[src/rtl/key_conditioner_pkg.sv]
// Shared types and helpers for the key conditioner.
// Holds the repeat-FSM state encoding and the counter-width helper.
package key_conditioner_pkg;

   typedef enum logic [1:0] {
      IDLE   = 2'd0,
      DELAY  = 2'd1,
      REPEAT = 2'd2
   } rpt_state_t;

   // Width needed to hold values 0..n-1, never less than one bit.
   function automatic int cnt_width(input int n);
      return (n <= 2) ? 1 : $clog2(n);
   endfunction

endpackage

[src/rtl/key_chan.sv]
// One push-button channel: synchronizer, stability-counter debounce,
// registered press/release pulses and, with KEY_CONDITIONER_REPEAT_EN
// defined, an auto-repeat FSM that adds key_press pulses while held.
//
//  state  | meaning
//  IDLE   | key released or press not yet seen; no repeat pending
//  DELAY  | key held, counting down to the first repeat pulse
//  REPEAT | key held, emitting a pulse every REPEAT_PERIOD clocks
module key_chan
   import key_conditioner_pkg::*;
#(
   parameter int DEBOUNCE_CYCLES = 500000,
   parameter int RAW_ACTIVE_LOW  = 1
`ifdef KEY_CONDITIONER_REPEAT_EN
   ,
   parameter int REPEAT_DELAY    = 25000000,
   parameter int REPEAT_PERIOD   = 5000000
`endif
) (
   input  logic clk,
   input  logic reset_n,
   input  logic key_raw,
   output logic key_level,
   output logic key_press,
   output logic key_release
);

   localparam int CW = cnt_width(DEBOUNCE_CYCLES);
   localparam logic [CW-1:0] CNT_TC = CW'(DEBOUNCE_CYCLES - 1);
   localparam logic POL = (RAW_ACTIVE_LOW != 0);

   // The polarity flip sits in front of the first flop so that the
   // all-zero reset value of the synchronizer already means "released".
   logic          sync1;
   logic          sync2;
   logic [CW-1:0] cnt;
   logic          commit;
   logic          rise;
   logic          fall;

   // Debounce commit: s has differed from key_level for the full window.
   always_comb begin
      commit = (sync2 != key_level) && (cnt == CNT_TC);
      rise   = commit && sync2;
      fall   = commit && !sync2;
   end

   // Synchronizer, stability counter, debounced level and release pulse.
   always_ff @(posedge clk or negedge reset_n) begin
      if (!reset_n) begin
         sync1       <= 1'b0;
         sync2       <= 1'b0;
         cnt         <= '0;
         key_level   <= 1'b0;
         key_release <= 1'b0;
      end else begin
         sync1       <= key_raw ^ POL;
         sync2       <= sync1;
         key_release <= fall;
         if (sync2 == key_level) begin
            cnt <= '0;
         end else if (cnt == CNT_TC) begin
            cnt       <= '0;
            key_level <= sync2;
         end else begin
            cnt <= cnt + CW'(1);
         end
      end
   end

`ifdef KEY_CONDITIONER_REPEAT_EN
   localparam int RW = cnt_width((REPEAT_DELAY > REPEAT_PERIOD) ? REPEAT_DELAY : REPEAT_PERIOD);
   localparam logic [RW-1:0] RD_LOAD = RW'(REPEAT_DELAY - 1);
   localparam logic [RW-1:0] RP_LOAD = RW'(REPEAT_PERIOD - 1);

   rpt_state_t    state;
   logic [RW-1:0] rcnt;

   // Repeat FSM; owns key_press so debounce and repeat pulses share one flop.
   always_ff @(posedge clk or negedge reset_n) begin
      if (!reset_n) begin
         state     <= IDLE;
         rcnt      <= '0;
         key_press <= 1'b0;
      end else begin
         key_press <= rise;
         case (state)
            IDLE: begin
               if (rise) begin
                  state <= DELAY;
                  rcnt  <= RD_LOAD;
               end
            end
            DELAY, REPEAT: begin
               // A committing release wins over a due repeat pulse.
               if (fall || !key_level) begin
                  state <= IDLE;
                  rcnt  <= '0;
               end else if (rcnt == '0) begin
                  key_press <= 1'b1;
                  state     <= REPEAT;
                  rcnt      <= RP_LOAD;
               end else begin
                  rcnt <= rcnt - RW'(1);
               end
            end
            default: begin
               state <= IDLE;
               rcnt  <= '0;
            end
         endcase
      end
   end
`else
   // Single press pulse on the debounced rising edge.
   always_ff @(posedge clk or negedge reset_n) begin
      if (!reset_n) begin
         key_press <= 1'b0;
      end else begin
         key_press <= rise;
      end
   end
`endif

endmodule

[src/rtl/key_conditioner.sv]
// Multi-key push-button conditioner: N_KEYS independent key_chan instances.
// Define KEY_CONDITIONER_REPEAT_EN to add auto-repeat (REPEAT_DELAY,
// REPEAT_PERIOD parameters); the default build has no repeat logic.
module key_conditioner
   import key_conditioner_pkg::*;
#(
   parameter int N_KEYS          = 2,
   parameter int DEBOUNCE_CYCLES = 500000,
   parameter int RAW_ACTIVE_LOW  = 1
`ifdef KEY_CONDITIONER_REPEAT_EN
   ,
   parameter int REPEAT_DELAY    = 25000000,
   parameter int REPEAT_PERIOD   = 5000000
`endif
) (
   input  logic              clk,
   input  logic              reset_n,
   input  logic [N_KEYS-1:0] key_raw,
   output logic [N_KEYS-1:0] key_level,
   output logic [N_KEYS-1:0] key_press,
   output logic [N_KEYS-1:0] key_release
);

   // One fully independent channel per key.
   for (genvar i = 0; i < N_KEYS; i++) begin : g_chan
      key_chan #(
         .DEBOUNCE_CYCLES (DEBOUNCE_CYCLES),
         .RAW_ACTIVE_LOW  (RAW_ACTIVE_LOW)
`ifdef KEY_CONDITIONER_REPEAT_EN
         ,
         .REPEAT_DELAY    (REPEAT_DELAY),
         .REPEAT_PERIOD   (REPEAT_PERIOD)
`endif
      ) u_chan (
         .clk         (clk),
         .reset_n     (reset_n),
         .key_raw     (key_raw[i]),
         .key_level   (key_level[i]),
         .key_press   (key_press[i]),
         .key_release (key_release[i])
      );
   end

endmodule

[config.mk]
export PLATFORM = sky130hd
export DESIGN_NAME = key_conditioner
export DESIGN_NICKNAME = d
export VERILOG_FILES = /design/src/rtl/key_conditioner_pkg.sv /design/src/rtl/key_chan.sv /design/src/rtl/key_conditioner.sv
export SDC_FILE = /design/constraint.sdc
export NUM_CORES = 1
export LEC_CHECK = 0
export CORE_MARGIN = 2
export CORE_UTILIZATION = 59
export CTS_CLUSTER_DIAMETER = 40
export DETAILED_ROUTE_END_ITERATION = 10
export PLACE_DENSITY = 0.78
export SLEW_MARGIN = 30
export SYNTH_ARGS = -nofsm -noshare
export SYNTH_HDL_FRONTEND = slang
export SYNTH_HIERARCHICAL = 1
export SYNTH_SLANG_ARGS = --single-unit
[constraint.sdc]
create_clock -name clk -period 2 [get_ports clk]
set_input_delay 0.3 -clock clk [delete_from_list [all_inputs] [get_ports clk]]
set_output_delay 0.3 -clock clk [all_outputs]
set_load 0.03 [all_outputs]
## Yosys cells after proc, flatten, opt, wreduce, memory -nomap -nowiden

Cells that the tools add are included.

- Input port bits: 4
- Flip-flop bits (word level): 48
- Logic and storage cells: 38
- Output and inout bits: 6

- Mux-type cells: 4
- Bitwise operators: 4
- Add/sub/neg operators: 2
- Equal/unequal tests: 6
- Reductions and logical operators: 10

Operators with widths:

| operator | number |
|---|---|
| two-way mux 19 bit | 4 |
| adder 19 x 1 -> 19 bit, second input constant | 2 |
| == test 19 bit, second input constant | 2 |
| logical AND 1 bit | 6 |
| inverter 1 bit | 4 |
| AND reduction 2 bit | 2 |
| == test 1 bit | 2 |
| logical NOT 1 bit | 2 |
| inequality test 1 bit | 2 |

## Logic depth before layout (Yosys ltp)

Gate-level depths: netlist (run 1).

- Word-level depth: 3
- Mapped depth: 6
- Mapped depth without buffers: 5

## By module

Netlist (run 1), hierarchy kept.

Modules (own cells, without submodules):

| module | instances | sequential area each (µm²) | area each (µm²) | cells an instance |
|---|---|---|---|---|
| key_chan | 2 | 600.6 | 1166.1 | 113 |

## Worst setup path after synthesis (run 1)

No wires, ideal clock.

- Kind: register to register
- Start point: register g_chan[0].u_chan.cnt[0]
- End point: register g_chan[0].u_chan.cnt[18]
- Library setup time: 0.137 ns
- Data required time: 1.863 ns
- Period minus slack after synthesis: 1.701 ns
- Stages on the path, launching flop included: 6
- Arrival: 1.564 ns
- Buffers on the path: 0
- Slack: 0.299 ns
- Path through: dfrtp_1 -> ha_1 -> nand4_1 -> nor4_1 -> a31o_2 -> a21oi_1

- Longest elaborated chain between the ends: 3
- Elaborated cells between the ends (all ways): 4
- Those cells by class: add/sub: 1; eq/ne: 1; mux: 2

RTL lines:

| item | line | RTL |
|---|---|---|
| start, declared | key_chan.sv:36 | `logic [CW-1:0] cnt;` |
| start signal, assigned | key_chan.sv:66 | `cnt <= cnt + CW'(1);` |
| adder 19 x 1 -> 19 bit or == test 19 bit (tied branches) | key_chan.sv:66, key_chan.sv:62 |  |
| two-way mux 19 bit * | key_chan.sv:62 | `end else if (cnt == CNT_TC) begin` |
| two-way mux 19 bit * | key_chan.sv:60 | `if (sync2 == key_level) begin` |

Every way passes the cells marked *; elsewhere a longest branch is shown, timed or not.
A chain may end at the register's enable or synchronous reset.

## Final worst setup path (run 1)

- Start point: register g_chan[1].u_chan.cnt[0]
- End point: register g_chan[1].u_chan.cnt[14]

- Longest elaborated chain between the ends: 3
- Elaborated cells between the ends (all ways): 4
- Those cells by class: add/sub: 1; eq/ne: 1; mux: 2

RTL lines:

| item | line |
|---|---|
| start, declared | key_chan.sv:36 |
| start signal, assigned | key_chan.sv:66 |
| adder 19 x 1 -> 19 bit or == test 19 bit (tied branches) | key_chan.sv:66, key_chan.sv:62 |
| two-way mux 19 bit * | key_chan.sv:62 |
| two-way mux 19 bit * | key_chan.sv:60 |

Marks and branches as above.

==> results of run 1 <==
[worst paths after layout]
kind,startpoint,endpoint,slack [ps],cells after the start
worst max-delay path,g_chan[1].u_chan/cnt[0]$_DFF_PN0_,g_chan[1].u_chan/cnt[14]$_DFF_PN0_,110,6
max in group asynchronous,reset_n,g_chan[1].u_chan/cnt[14]$_DFF_PN0_,950,3
worst min register to register,g_chan[1].u_chan/sync1$_DFF_PN0_,g_chan[1].u_chan/sync2$_DFF_PN0_,360,0
worst max register to register,g_chan[1].u_chan/cnt[0]$_DFF_PN0_,g_chan[1].u_chan/cnt[14]$_DFF_PN0_,110,6
min in group asynchronous,reset_n,g_chan[0].u_chan/cnt[10]$_DFF_PN0_,530,2
worst min-delay path,g_chan[1].u_chan/sync1$_DFF_PN0_,g_chan[1].u_chan/sync2$_DFF_PN0_,360,0
[per-stage QoR]
stage / power, mW / utilization, % / instances / hold WS, ps / cell area, sq um
6_report: 1.673 / 70.42 / 295 / 358.4 / 2636
4_1_cts: 1.694 / 70.02 / 293 / 362.6 / 2621
3_5_place_dp: 1.091 / 67.18 / 284 / 329.7 / 2515
5_1_grt: 1.747 / 70.42 / 295 / 368.4 / 2636
3_3_place_gp: 1.091 / 67.18 / 284 / 321.0 / 2515
2_1_floorplan: 1.049 / - / 226 / 4.409 / 2332
[cell families after synthesis]
| logic type | Yosys count |
|---|---|
| adders and majority gates | 2 |
| AOI/OAI and AO/OA | 10 |
| buffers and inverters | 14 |
| xor gates and xnor gates | 32 |
| muxes | 2 |
| and+or+nand+nor | 118 |
| DFF | 48 |
[layout make-up]
type / count / area (sq um) / share of cell area [%]
Clock buffer: 6 / 82.58 / 3.132
Clock inverter: 2 / 13.76 / 0.5221
Inverter: 8 / 30.03 / 1.139
Multi-Input combinational cell: 164 / 1074 / 40.72
Sequential cell: 48 / 1201 / 45.56
Tap cell: 48 / 60.06 / 2.278
Timing Repair Buffer: 19 / 175.2 / 6.645
[synth_stat cells, types with 4 or more instances]
cell type	n
nand4_1	16
inv_1	8
dfrtp_1	48
nor2_1	36
nor4b_1	4
nor4_1	6
xor2_1	8
a21oi_1	4
nor3_1	12
nor3b_1	4
nand2_1	14
xnor2_1	24
nand3_1	12
[flip-flops by register name, indices dropped and copies added (netlist names)]
signal	cells
g_chan.u_chan/cnt	38
g_chan.u_chan/key_level	2
g_chan.u_chan/key_press	2
g_chan.u_chan/key_release	2
g_chan.u_chan/sync1	2
g_chan.u_chan/sync2	2
[power by group through the flow]
stage | Sequential (mW) | Combinational (mW) | Clock, mW
4_1_cts | 1.00 | 0.0717 | 0.620
3_5_place_dp | 1.02 | 0.0697 | 0
2_1_floorplan | 1.01 | 0.0360 | 0
5_1_grt | 1.00 | 0.0827 | 0.660
3_3_place_gp | 1.02 | 0.0693 | 0
6_report | 1.00 | 0.0695 | 0.601
[metal layers]
metal,GRT usage [%],routed length [microns],up-vias
li1,-,-,832
met1,34.60,2170,814
met2,34.00,1912,47
met3,5.068,217,2
met4,5.357,17,0
met5,0,0,-
[what timing repair did]
item,in CTS,in global routing
hold endpoints to repair,8,0
endpoints found under the setup margin,0,4
hold buffers,1,0
buffers inserted,0,2
==> impl_metrics.py, run 1 <==
metrics = {
    "synth": {
        "synth_xor_area_share_pct": 12.02,
        "synth_mux_area_share_pct": 0.9657,
        "synth_compound_gate_area_share_pct": 3.863,
        "yosys-top-cells-area": "dfrtp_1 (52%), xnor2_1 (9.0%), nor2_1 (5.8%)",
        "synth_warnings": 6,
        "ys_seq_area_share_pct": 51.50,
        "synth.largest_area_cell": "dfrtp_1",
        "synthCells": 226,
        "yosys.area_share.adder_pct": 1.073,
        "synth_flop_cell": "dfrtp_1",
        "syn_area_sq_um": 2332,
        "ys_async_sr_fraction_pct": 100.0,
        "syn_avg_cell_area_sq_um": 10.32,
        "synth_top_cell_area_share_pct": 51.50,
        "syn_nets": 232,
        "synth_top_family_by_area": "simple AND/OR/NAND/NOR gates",
        "yosys.area_share.simple_pct": 28.11,
        "synth_edf_count": 0,
        "ys_ff_latch": 48,
        "synth_cell_types": 28,
    },
    "layout": {
        "area_delta_synth_final_pct": 13.04,
        "n_fill_cell": 283,
        "diodes": 0,
        "final_cell_mix": "dfrtp_1 (48), nor2_1 (36), xnor2_1 (24)",
        "drive_gt1_share_pct": 12.15,
        "final_nets": 252,
        "layout_commonest_cell": "dfrtp_1",
    },
    "power": {
        "ir_worst_vdd_v": 0.0005644,
        "seqPwrFrac_pct": 59.9,
        "p_sw_mw": 0.3796,
        "leakagePower_nw": 1.059,
        "p_comb_share_pct": 4.2,
        "p_sw_share_pct": 22.69,
        "p_clk_share_pct": 35.9,
        "pwr_density_cell_nw_per_um2": 634.7,
        "power.internal_mw": 1.294,
    },
    "setup_path": {
        "worstPathCellList": "ha_1, nand4_1, buf_4, nor4_1, xnor2_1, nor2_1",
        "slowest_delay_ps": 450,
        "critPathMaxFanout": 5,
        "crit_path_end_kind": "flop",
        "crit_required_ps": 2190,
        "path_class": "flop to flop",
        "crit_slowest_cell": "dfrtp_1",
        "crit_arrival_ps": 2080,
        "critPathTopFamily": "simple AND/OR/NAND/NOR gates",
        "startpoint_type": "flop",
        "worst-path-buf-inv": 1,
    },
    "global_routing": {
        "grt_overflow_total": 0,
        "grt_usage_pct": 23.00,
        "grt_pass1_vias": 1605,
        "antenna_found_initial": 0,
        "grt_first_pass_wirelength_microns": 7583,
        "grt_max_degree": 26,
    },
    "place": {
        "io_buffers": 9,
        "place_congestion": 0.8652,
        "dp_hpwl_microns": 3081,
        "dpl_worst_slack_ps": 128.6,
    },
    "cts": {
        "clk_latency_ps": 290,
        "htreeDepth": 2,
        "cts_resized": 0,
        "clockBufferDepth": 2,
        "clkSinkCount": 48,
        "clkTransAtPathRegs_ps": 90,
        "numCtsBuffers": 5,
        "cts_root_buffer": "clkbuf_8",
        "cts_tree": "yes",
    },
    "routing": {
        "drtIter0Drc": 115,
        "drc": 0,
        "wl_per_cell_microns": 14.63,
        "routed_wl_microns": 4316,
        "detail-route-antenna-nets": 0,
        "dr.pass1.iters": 4,
        "viasPerCell": 5.746,
        "num_vias": 1695,
    },
    "floorplan": {
        "die_h_microns": 66.87,
        "dieArea_sq_um": 4472,
        "rows": 22,
        "ioPinCount": 10,
        "initial_core_util_pct": 62.30,
        "coreArea_sq_um": 3744,
        "die_w_microns": 66.87,
    },
    "timing": {
        "setup_tns_ps": 0,
        "fmax_ghz": 0.5291,
        "finClkSkew_ps": 2.346,
        "slew_viol_final": 0,
        "worst_pin_slew_ps": 572.5,
        "fin_crit_ps": 1890,
        "hold_viol_final": 0,
        "max-slew-margin-rel_pct": 61.83,
        "finalSetupViolCount": 0,
        "worst_slack_ps": 109.9,
        "fin_crit_sh_pct": 94.50,
        "rsz0062_at_grt": "no",
    },
    "job": {
        "drv_cap": 0,
    },
    "status": {
        "status": "finished, final reports clean",
    },
    "hold_path": {
        "hold_path.class": "flop to flop",
    },
}
No activity file was read; power rests on OpenSTA's default activity.
==> run 2: changes to the inputs <==
CELL_PAD_IN_SITES_DETAIL_PLACEMENT = 1   (was not set)
CELL_PAD_IN_SITES_GLOBAL_PLACEMENT = 2   (was not set)
CORE_MARGIN = 5   (was 2)
CORE_UTILIZATION = 39   (was 59)
CTS_CLUSTER_SIZE = 12   (was not set)
PLACE_DENSITY = not set   (was 0.78)
PLACE_DENSITY_LB_ADDON = 0.1   (was not set)
==> run 2 against run 1 <==
Effect of this change: global-route usage shrank 8.2 points; final area grew 1.5%; clock skew grew 2.0 ps; critical endpoint is now g_chan[1].u_chan/cnt[7]$_DFF_PN0_.
==> impl_metrics.py, run 2 (same netlist as run 1, synthesis figures left out) <==
metrics = {
    "status": {
        "status": "finished, final reports clean",
    },
    "setup_path": {
        "reg2reg_from": "g_chan[1].u_chan/cnt[12]$_DFF_PN0_",
        "reg2reg_depth": 5,
        "slowest_delay_ps": 570,
        "startpoint_type": "flop",
        "worstPathCellList": "nor4b_1, nand2_1, o31ai_4, buf_4, nor2_1",
        "endpoint": "g_chan[1].u_chan/cnt[7]$_DFF_PN0_",
        "critPathMaxFanout": 9,
        "crit_path_end_kind": "flop",
        "crit_cells": 5,
        "crit_slowest_cell": "nor4b_1",
        "crit_arrival_ps": 2070,
        "cp-startpoint": "g_chan[1].u_chan/cnt[12]$_DFF_PN0_",
        "path_class": "flop to flop",
        "crit_required_ps": 2190,
        "worst-path-buf-inv": 1,
        "rrSetupSlack_ps": 120,
        "critPathTopFamily": "simple AND/OR/NAND/NOR gates",
        "r2r-end": "g_chan[1].u_chan/cnt[7]$_DFF_PN0_",
    },
    "timing": {
        "fin_crit_sh_pct": 93.79,
        "setup_tns_ps": 0,
        "worst_pin_slew_ps": 566.7,
        "rsz0062_at_grt": "no",
        "finClkSkew_ps": 4.361,
        "whs_ps": 364.2,
        "fmax_ghz": 0.5331,
        "hold_viol_final": 0,
        "max-slew-margin-rel_pct": 61.69,
        "finalSetupViolCount": 0,
        "fin_crit_ps": 1876,
        "slew_viol_final": 0,
    },
    "global_routing": {
        "antenna_found_initial": 0,
        "grt_first_pass_wirelength_microns": 8976,
        "grt_usage_pct": 14.85,
        "grt_overflow_total": 0,
        "grt_pass1_vias": 1816,
        "grt_max_degree": 20,
    },
    "floorplan": {
        "rows": 28,
        "dieArea_sq_um": 7627,
        "die_h_microns": 87.33,
        "die_w_microns": 87.33,
        "coreArea_sq_um": 5851,
        "initial_core_util_pct": 39.86,
        "ioPinCount": 10,
    },
    "routing": {
        "met3_length_microns": 186,
        "topRoutingLayerUsed": "met4",
        "viasPerCell": 5.349,
        "num_vias": 1733,
        "dr.pass1.iters": 4,
        "wl_per_cell_microns": 15.75,
        "wl_met1_microns": 2624,
        "drtIter0Drc": 76,
        "detail-route-antenna-nets": 0,
        "wl_met2_microns": 2244,
        "drc": 0,
        "routed_wl_microns": 5104,
    },
    "place": {
        "dp_hpwl_microns": 3792,
        "place_congestion": 0.7853,
        "place_area_sq_um": 2551,
        "io_buffers": 9,
    },
    "cts": {
        "clkTransAtPathRegs_ps": 90,
        "cts_root_buffer": "clkbuf_8",
        "htreeDepth": 2,
        "numCtsBuffers": 5,
        "clkSinkCount": 48,
        "clockBufferDepth": 2,
        "cts_tree": "yes",
        "clk_latency_ps": 300,
    },
    "power": {
        "p_sw_mw": 0.3918,
        "p_sw_share_pct": 23.34,
        "p_clk_share_pct": 35.9,
        "seqPwrFrac_pct": 59.8,
        "power.internal_mw": 1.287,
        "pwr_density_cell_nw_per_um2": 627.5,
        "leakagePower_nw": 1.066,
        "ir_worst_vdd_v": 0.0002893,
        "power_mw": 1.679,
        "p_comb_share_pct": 4.2,
    },
    "layout": {
        "layout_commonest_cell": "dfrtp_1",
        "final_cell_mix": "dfrtp_1 (48), nor2_1 (36), xnor2_1 (24)",
        "diodes": 0,
        "area_delta_synth_final_pct": 14.70,
        "regMostFlops": "g_chan.u_chan/cnt",
        "final_util_pct": 45.72,
        "fin_area_sq_um": 2675,
        "drive_gt1_share_pct": 13.25,
        "largest_reg_flops": 38,
        "final_nets": 254,
    },
    "hold_path": {
        "hold_path.class": "flop to flop",
    },
    "job": {
        "drv_cap": 0,
    },
}
-- run 2: changes by cell type in the layout (fill, tap and decap cells not counted), sizes merged --
cell | previous run | this run
buf | 10 | 12
inv | 9 | 8
clkinv | 1 | 2
-- run 2: worst min path at each step --
stage,from,end,cells after the start
after global routing,g_chan[0].u_chan/sync1$_DFF_PN0_,g_chan[0].u_chan/sync2$_DFF_PN0_,0
after CTS,g_chan[0].u_chan/sync1$_DFF_PN0_,g_chan[0].u_chan/sync2$_DFF_PN0_,0
after detailed placement,reset_n,g_chan[0].u_chan/cnt[3]$_DFF_PN0_,1
after global placement,reset_n,g_chan[0].u_chan/cnt[2]$_DFF_PN0_,1
after floorplan,reset_n,g_chan[0].u_chan/cnt[0]$_DFF_PN0_,0
final,g_chan[1].u_chan/sync1$_DFF_PN0_,g_chan[1].u_chan/sync2$_DFF_PN0_,0
-- run 2: what timing repair did --
item / 4_1_cts / 5_1_grt
hold buffers: 1 / 0
gates resized for setup: 0 / 1
endpoints found under the hold margin: 17 / 0
endpoints found under the setup margin: 0 / 22
buffers inserted: 0 / 2
-- run 2: stage by stage --
stage / instances / setup WS [ps]
4_1_cts: 322 / 70.50
6_report: 324 / 124.1
2_1_floorplan: 226 / 298.7
3_5_place_dp: 313 / 96.91
5_1_grt: 324 / 30.03
3_3_place_gp: 313 / 120.8
-- run 2: layer usage --
| metal | global-route usage [%] | vias up |
|---|---|---|
| met1 | 22.14 | 878 |
| met2 | 21.92 | 22 |
| met3 | 3.027 | 4 |
| met4 | 3.766 | 0 |
| met5 | 0 | - |
| li1 | - | 829 |
-- run 2: power groups by stage --
| stage | combinational, mW | sequential (mW) | clock, mW |
|---|---|---|---|
| 2_1_floorplan | 0.0360 | 1.01 | 0 |
| 3_3_place_gp | 0.0691 | 1.02 | 0 |
| 5_1_grt | 0.0828 | 1.01 | 0.667 |
| 3_5_place_dp | 0.0724 | 1.02 | 0 |
| 6_report | 0.0711 | 1.00 | 0.603 |
| 4_1_cts | 0.0741 | 1.00 | 0.631 |
-- run 2: layout make-up --
type	count	area, sq um
clock buffer	6	82.58
clock inverter	2	10.01
fill	672	3176
inverter	8	30.03
multi-input combinational	164	1080
sequential	48	1201
tap	75	93.84
timing repair buffer	21	177.7
